File: config.mk
export PLATFORM = sky130hd
export DESIGN_NAME = posit_mul_arbiter
export DESIGN_NICKNAME = d
export VERILOG_FILES = /design/src/rtl/posit_mul_arbiter.sv
export SDC_FILE = /design/constraint.sdc
export NUM_CORES = 1
export LEC_CHECK = 0
export ABC_AREA = 1
export CORE_MARGIN = 1.5
export CORE_UTILIZATION = 50
export CTS_BUF_LIST = sky130_fd_sc_hd__clkbuf_4 sky130_fd_sc_hd__clkbuf_8
export CTS_CLUSTER_SIZE = 10
export DETAILED_ROUTE_END_ITERATION = 12
export HOLD_SLACK_MARGIN = 0.06
export PLACE_DENSITY_LB_ADDON = 0.15
export SKIP_LAST_GASP = 1
export SLEW_MARGIN = 20
export SYNTH_ARGS = -nofsm -noshare
export SYNTH_HDL_FRONTEND = slang
export SYNTH_SLANG_ARGS = --single-unit
File: constraint.sdc
create_clock -name clk -period 2.02 [get_ports clk]
set_clock_uncertainty 0.15 [all_clocks]
set_input_delay 0.404 -clock clk [delete_from_list [all_inputs] [get_ports clk]]
set_output_delay 0.404 -clock clk [all_outputs]
set_load 0.03 [all_outputs]
File: src/rtl/posit_mul_arbiter.sv
// Two-requester round-robin front end for one shared posit multiplier.
// Results are tagged through the multiplier latency and returned via per-requester FIFOs.
module posit_mul_arbiter #(
  parameter int N     = 8,
  parameter int es    = 3,
  parameter int LAT   = 2,
  parameter int DEPTH = 4
) (
  input  logic         clk,
  input  logic         rst_n,
  input  logic         req0_valid,
  output logic         req0_ready,
  input  logic [N-1:0] req0_a,
  input  logic [N-1:0] req0_b,
  input  logic         req1_valid,
  output logic         req1_ready,
  input  logic [N-1:0] req1_a,
  input  logic [N-1:0] req1_b,
  output logic         rsp0_valid,
  input  logic         rsp0_ready,
  output logic [N-1:0] rsp0_out,
  output logic         rsp1_valid,
  input  logic         rsp1_ready,
  output logic [N-1:0] rsp1_out,
  output logic [N-1:0] mul_in1,
  output logic [N-1:0] mul_in2,
  input  logic [N-1:0] mul_out,
  output logic         idle
);
  localparam int AW  = $clog2(DEPTH);
  localparam int AW1 = AW + 1;
  localparam logic [AW:0] CRED_MAX = AW1'(DEPTH);

  if (DEPTH < 2 || (DEPTH & (DEPTH - 1)) != 0 || es < 0 || es > N - 2 || LAT < 0) begin : g_bad_params
    $error("posit_mul_arbiter: unsupported parameter set");
  end

  logic [1:0]   req_valid;
  logic [1:0]   rsp_ready;
  logic [1:0]   elig;
  logic [1:0]   cand;
  logic [1:0]   grant;
  logic [1:0]   pop;
  logic [1:0]   cap;
  logic [1:0]   rsp_vld;
  logic [1:0]   cnt_zero;
  logic [N-1:0] req_a [2];
  logic [N-1:0] req_b [2];
  logic [N-1:0] rsp_data [2];
  logic         last;
  logic [LAT:0] tag_vld_p;
  logic [LAT:0] tag_id_p;

  assign req_valid = {req1_valid, req0_valid};
  assign rsp_ready = {rsp1_ready, rsp0_ready};
  assign req_a[0]  = req0_a;
  assign req_a[1]  = req1_a;
  assign req_b[0]  = req0_b;
  assign req_b[1]  = req1_b;
  assign cand      = req_valid & elig;

  // last=1 means req1 won the previous grant, so req0 takes the next tie
  always_comb begin
    grant = cand;
    if (&cand) grant = last ? 2'b01 : 2'b10;
  end

  assign req0_ready = grant[0] & rst_n;
  assign req1_ready = grant[1] & rst_n;

  // issue stage (p0) and tag shift pipeline through the multiplier latency
  always_ff @(posedge clk or negedge rst_n) begin
    if (!rst_n) begin
      last      <= 1'b1;
      mul_in1   <= '0;
      mul_in2   <= '0;
      tag_vld_p <= '0;
      tag_id_p  <= '0;
    end else begin
      if (|grant) begin
        last    <= grant[1];
        mul_in1 <= grant[1] ? req_a[1] : req_a[0];
        mul_in2 <= grant[1] ? req_b[1] : req_b[0];
      end
      tag_vld_p[0] <= |grant;
      tag_id_p[0]  <= grant[1];
      for (int s = 1; s <= LAT; s++) begin
        tag_vld_p[s] <= tag_vld_p[s-1];
        tag_id_p[s]  <= tag_id_p[s-1];
      end
    end
  end

  assign cap[0] = tag_vld_p[LAT] & ~tag_id_p[LAT];
  assign cap[1] = tag_vld_p[LAT] &  tag_id_p[LAT];

  for (genvar g = 0; g < 2; g++) begin : g_req
    logic [AW:0]   cnt;
    logic [AW:0]   fill;
    logic [AW-1:0] rd;
    logic [AW-1:0] wr;
    logic [N-1:0]  mem [DEPTH];

    assign elig[g]     = cnt < CRED_MAX;
    assign rsp_vld[g]  = fill != '0;
    assign pop[g]      = rsp_ready[g] & rsp_vld[g];
    assign rsp_data[g] = mem[rd];
    assign cnt_zero[g] = cnt == '0;

    // capture stage: credits guarantee a slot exists whenever cap is high
    always_ff @(posedge clk or negedge rst_n) begin
      if (!rst_n) begin
        cnt  <= '0;
        fill <= '0;
        rd   <= '0;
        wr   <= '0;
        for (int d = 0; d < DEPTH; d++) mem[d] <= '0;
      end else begin
        if (cap[g]) begin
          mem[wr] <= mul_out;
          wr      <= wr + 1'b1;
        end
        if (pop[g]) rd <= rd + 1'b1;
        case ({cap[g], pop[g]})
          2'b10:   fill <= fill + 1'b1;
          2'b01:   fill <= fill - 1'b1;
          default: fill <= fill;
        endcase
        case ({grant[g], pop[g]})
          2'b10:   cnt <= cnt + 1'b1;
          2'b01:   cnt <= cnt - 1'b1;
          default: cnt <= cnt;
        endcase
      end
    end
  end

  assign rsp0_valid = rsp_vld[0];
  assign rsp1_valid = rsp_vld[1];
  assign rsp0_out   = rsp_data[0];
  assign rsp1_out   = rsp_data[1];
  assign idle       = &cnt_zero;

endmodule
== Word level (Yosys, flattened, before mapping) ==
Cells that the tools add are included.
Cells by class
  reduce and logical (&&, ||, !) cells: 13
  bitwise logic cells: 12
  $add $sub $neg: 12
  multiplexer cells: 20
  order comparisons: 8
  equality and inequality tests: 8
Operators by type and width (count)
  bitwise mux 32 bit: 2
  two-way mux 8 bit: 8
  binary-select mux 8 bit (select 2 bit): 2
  demux 8 bit (select 2 bit): 2
  case mux 3 bit (2 select lines): 4
  adder 3 x 1 -> 3 bit (second input constant): 4
  >= comparator 3 bit (second input constant): 4
  NOT 2 -> 3 bit: 4
  subtractor 3 x 1 -> 3 bit (second input constant): 4
  adder 2 x 1 -> 2 bit (second input constant): 4
  == test 2 x 1 -> 1 bit (second input constant): 4
  == test 2 bit (second input constant): 4
  nonzero test 2 bit: 4
  bitwise AND 1 bit: 6
  logical NOT 3 bit: 2
  less-than comparator 3 x 1 -> 1 bit (second input constant): 2
  less-than comparator 3 bit (second input constant): 2
  nonzero test 3 bit: 2
  two-way mux 2 bit: 2
  AND reduction 2 bit: 2
  bitwise AND 2 bit: 1
  logical AND 1 bit: 2
  OR reduction 2 bit: 1
  NOT 1 bit: 1
Storage, ports and cells
  logic and storage cells: 94
  bits in registers: 107
  output and inout port bits: 37

== Depth between registers and ports, before layout ==
  depth in word-level cells: 6
  gate-level depth with buffers: 12
  gate-level depth less buffers: 12

== Worst setup path after synthesis ==
Ideal clock, no wire load.
  path type: reg-to-reg
  from: reg g_req[1].fill[0]
  to: reg g_req[1].cnt[2]
  setup slack: -139 ps
  cell stages (with the launch flop): 11
  arrival time: 1892 ps
  buffers on the path: 0
  cells stage by stage: dfrtp_1 > inv_1 > nand3_1 > nand2_1 > inv_1 > ha_1 > fa_1 > nand2_1 > nand3_1 > nand2_1 > nand2_1
Between the ends
  longest elaborated chain between the ends: 4
Ends and longest elaborated chain
  from (decl): RTL line 99  | logic [AW:0] fill;
  from (signal assigned): RTL line 125  | 2'b10: fill <= fill + 1'b1;
  from (signal assigned): RTL line 126  | 2'b01: fill <= fill - 1'b1;
  from (signal assigned): RTL line 127  | default: fill <= fill;
  nonzero test 3 bit (*): RTL line 105  | assign rsp_vld[g] = fill != '0;
  net rsp1_valid: RTL line 22  | output logic rsp1_valid,
  bitwise AND 1 bit (*): RTL line 106  | assign pop[g] = rsp_ready[g] & rsp_vld[g];
  net pop[1]: RTL line 43  | logic [1:0] pop;
  == test 2 x 1 -> 1 bit / == test 2 bit (equally long branches): RTL line 129  | case ({grant[g], pop[g]})
  case mux 3 bit (2 select lines) / nonzero test 2 bit (equally long branches)
  to (signal assigned): RTL line 130  | 2'b10: cnt <= cnt + 1'b1;
  to (signal assigned): RTL line 131  | 2'b01: cnt <= cnt - 1'b1;
  to (signal assigned): RTL line 132  | default: cnt <= cnt;
  to (decl): RTL line 98  | logic [AW:0] cnt;
The timed path passes the listed nets; every way through them passes the cells marked *.
A chain may end at the register's enable or synchronous reset.

== Final worst setup path ==
  from: reg g_req[1].rd[0]
  to: out rsp1_out[6]
Between the ends
  longest elaborated chain between the ends: 4
Ends and longest elaborated chain
  from (decl): RTL line 100  | logic [AW-1:0] rd;
  from (signal assigned): RTL line 123  | if (pop[g]) rd <= rd + 1'b1;
  NOT 2 -> 3 bit (not written as such): RTL line 107  | assign rsp_data[g] = mem[rd];
  binary-select mux 8 bit (select 2 bit): RTL line 107
  two-way mux 8 bit (not written as such) (2 in a row): RTL line 107
  to (decl): RTL line 24  | output logic [N-1:0] rsp1_out,
Every way passes these cells. The select of a mux whose other input is x is not followed.

==> metrics <==
Largest delay share family, worst path buffers and inverters; R2R Setup Slk 0.12 ns; maximum buffer depth of the clock tree 2; post-synthesis cell area 5230 um2; CP max stage delay 0.44 ns; core area 10,200 um2; Worst Hold Class reg -> reg; vias in the first global route 4,429; max-cap viol count 0; met3 WL post-DR between 900 and 1000 um; failing checks negative setup slack; routed length on met2 5990 um; Layout Nets 791; clock sink total 107; cells after synthesis 616; initial antenna violation count 0; first-pass GRT wire length 21,300 um; Psw about 5.4 mW; Synth top cells by count nand2_1 (138), dfrtp_1 (106), nor2_1 (83); Die H 105 um; Syn Nets 678; register area share after synthesis 51.2%; Starting Density 51.1%; asr flop ratio synth 100%; cts bufs inserted 9; sequential power share 32.8%; Port Buffers 82; Clk pin slew, worst setup/hold paths roughly 0.1 ns; met1 WL 5480 um; post-layout minimum cycle time 2.06 ns; TritonCTS clock tree done; Final ANT Viol Nets 0; Layout area overhead 32.2%; internal power 6.80 mW; clock insertion delay at the later pin of the skew report 0.36 ns; uppermost layer routed met4; WP data arrival 1.51 ns; final period utilization 102%; Worst Tran Pin Value ~0.57 ns; gpl congestion 0.762; H-Tree Level Count 3; most common cell in the netlist nand2_1; status complete, but fails checks; antenna cells 0; final setup margin -0.0410 ns; Setup TNS Final -0.355 ns; cell taking the most area after synthesis dfrtp_1; Buffers & Inverters on Critical Path 3; pin count of the biggest net entering global routing 108; drt pass-1 iters 5; DRC viols 0; gr ovfl total 0; CP max FO 7; clk root buf clkbuf_8; slowest stage cell on the critical path dfrtp_2; Total Wirelength 12,600 um; CP Cell Sequence clkinv_4 -> buf_12 -> nor2_4 -> nor2_1 -> o21ai_1 -> nand2_1 -> buf_6; synth top area cells dfrtp_1 (51%), nand2_1 (9.9%), nor2_1 (6.0%); Seq cells post-synth 107; Setup violations, final 14; synthesized area per cell 8.49 um2; Setup CP Type reg -> out; All-Layer GR Usage 23.9%; Pleak around 3.5 nW; Yosys top cell area share 50.7%; 1st-iter DRT viols 252; final hold violation count 0; Logic pwr share between 50% and 60%; share of cells above drive strength 1 between 20% and 30%; detailed-route via count 4,503; Post-synth EDFFs 0; Sw Ratio about 44%; Fmax 485 MHz; top_reg_cell synth dfrtp_1; Rel. slew slack between 60 and 70%; Placement Rows 37; Yosys cell types 29; dpl hpwl 8040 um; wire per inst 14.4 um; die area ~11,000 um2; Clock power frac 11.0%; Place WS -0.346 ns; CP Data Required Time around 1.5 ns; routed vias/inst 5.18; Final Max Slew Viols 0; synth warn 0; total I/O pin count 83; CP Launch Type register; CP endpoint kind primary output; unrepaired setup endpoints after global routing true; Die X 105 um; Cell Pwr Density roughly 1800 nW/um2; Max IR drop VDD roughly 1 mV
-- sequential cells by signal (all words and copies together) (netlist names) --
name        flops
g_req.fill      6
tag_id_p        3
tag_vld_p       3
g_req.mem      64
mul_in1         8
g_req.wr        4
last            1
g_req.cnt       6
g_req.rd        4
mul_in2         8
-- cell usage in the layout (no fill, tap or decap), types with 5 or more instances in the layout --
master           count
nand2_4              9
nand3_1             57
nor2_4              15
inv_1               48
clkdlybuf4s50_1     54
dfrtp_1            104
clkbuf_8             9
buf_4               32
nand2_2              5
nor2_1              65
ha_1                11
nand2_1            135
o21ai_0             10
o21ai_2             13
inv_2                9
buf_6               21
o21ai_1             78
-- metal layers --
metal,vias up,global-route usage [%]
li1,2202,-
met1,2127,32.8
met2,162,38.7
met3,12,5.13
met4,0,6.46
met5,-,0
-- area by class of cell --
class	instances	area [um2]
timing repair buffer	125	1280
fill	846	3320
clock buffer	10	131
inverter	62	250
sequential	107	2680
tap	136	170
clock inverter	6	71.3
multi-input combinational	424	2320
-- cell families (layout without fill, tap and decap cells) --
| kind of cell | count (synthesis) | count (layout) | share of synthesized area [%] |
|---|---|---|---|
| DFF | 107 | 107 | 51.2 |
| and+or+nand+nor | 299 | 299 | 25.1 |
| AOI/OAI and AO/OA | 103 | 103 | 10.5 |
| buffers and inverters | 85 | 203 | 7.75 |
| xor gates and xnor gates | 6 | 6 | 1.01 |
| adders and majority gates | 16 | 16 | 4.40 |
-- repair_timing --
action                                  4_1_cts  5_1_grt
hold endpoints to repair                    106        0
endpoints found under the setup margin       20       29
resized for setup                            68       60
buffers inserted                             12        5
hold buffers                                  1        0
pin swaps                                     7       14
gates cloned                                  5        0
-- power by group through the flow --
stage | registers (mW) | logic (mW) | clock network, mW
after detailed placement | 3.86 | 5.74 | 0
final | 4.00 | 6.88 | 1.35
after CTS | 3.91 | 6.53 | 1.37
after floorplan | 4.02 | 3.74 | 0
after global routing | 4.14 | 7.56 | 1.45
after global placement | 3.83 | 5.54 | 0
-- through the flow --
step	util, %	area (um2)	instances	power (mW)	hold WS (ns)
2_1_floorplan	-	5240	616	7.76	-0.0416
3_3_place_gp	60.4	6180	832	9.37	0.185
3_5_place_dp	60.4	6180	832	9.60	0.185
4_1_cts	65.8	6730	866	11.8	0.207
5_1_grt	67.5	6910	870	13.2	0.215
6_report	67.5	6910	870	12.2	0.206
-- final timing paths --
kind	start	end	cells past startpoint
worst min register to register	tag_id_p[0]$_DFF_PN0_	tag_id_p[1]$_DFF_PN0_	0
worst max register to register	g_req[1].fill[1]$_DFFE_PN0P_	g_req[1].fill[2]$_DFFE_PN0P_	11
max in group asynchronous	rst_n	g_req[0].rd[0]$_DFFE_PN0N_	3
worst min-delay path	tag_id_p[0]$_DFF_PN0_	tag_id_p[1]$_DFF_PN0_	0
min in group asynchronous	rst_n	g_req[1].mem[23]$_DFFE_PN0P_	3
worst max-delay path	g_req[1].rd[0]$_DFFE_PN0P_	rsp1_out[6]	7
Power figures use the tool's default switching activity.
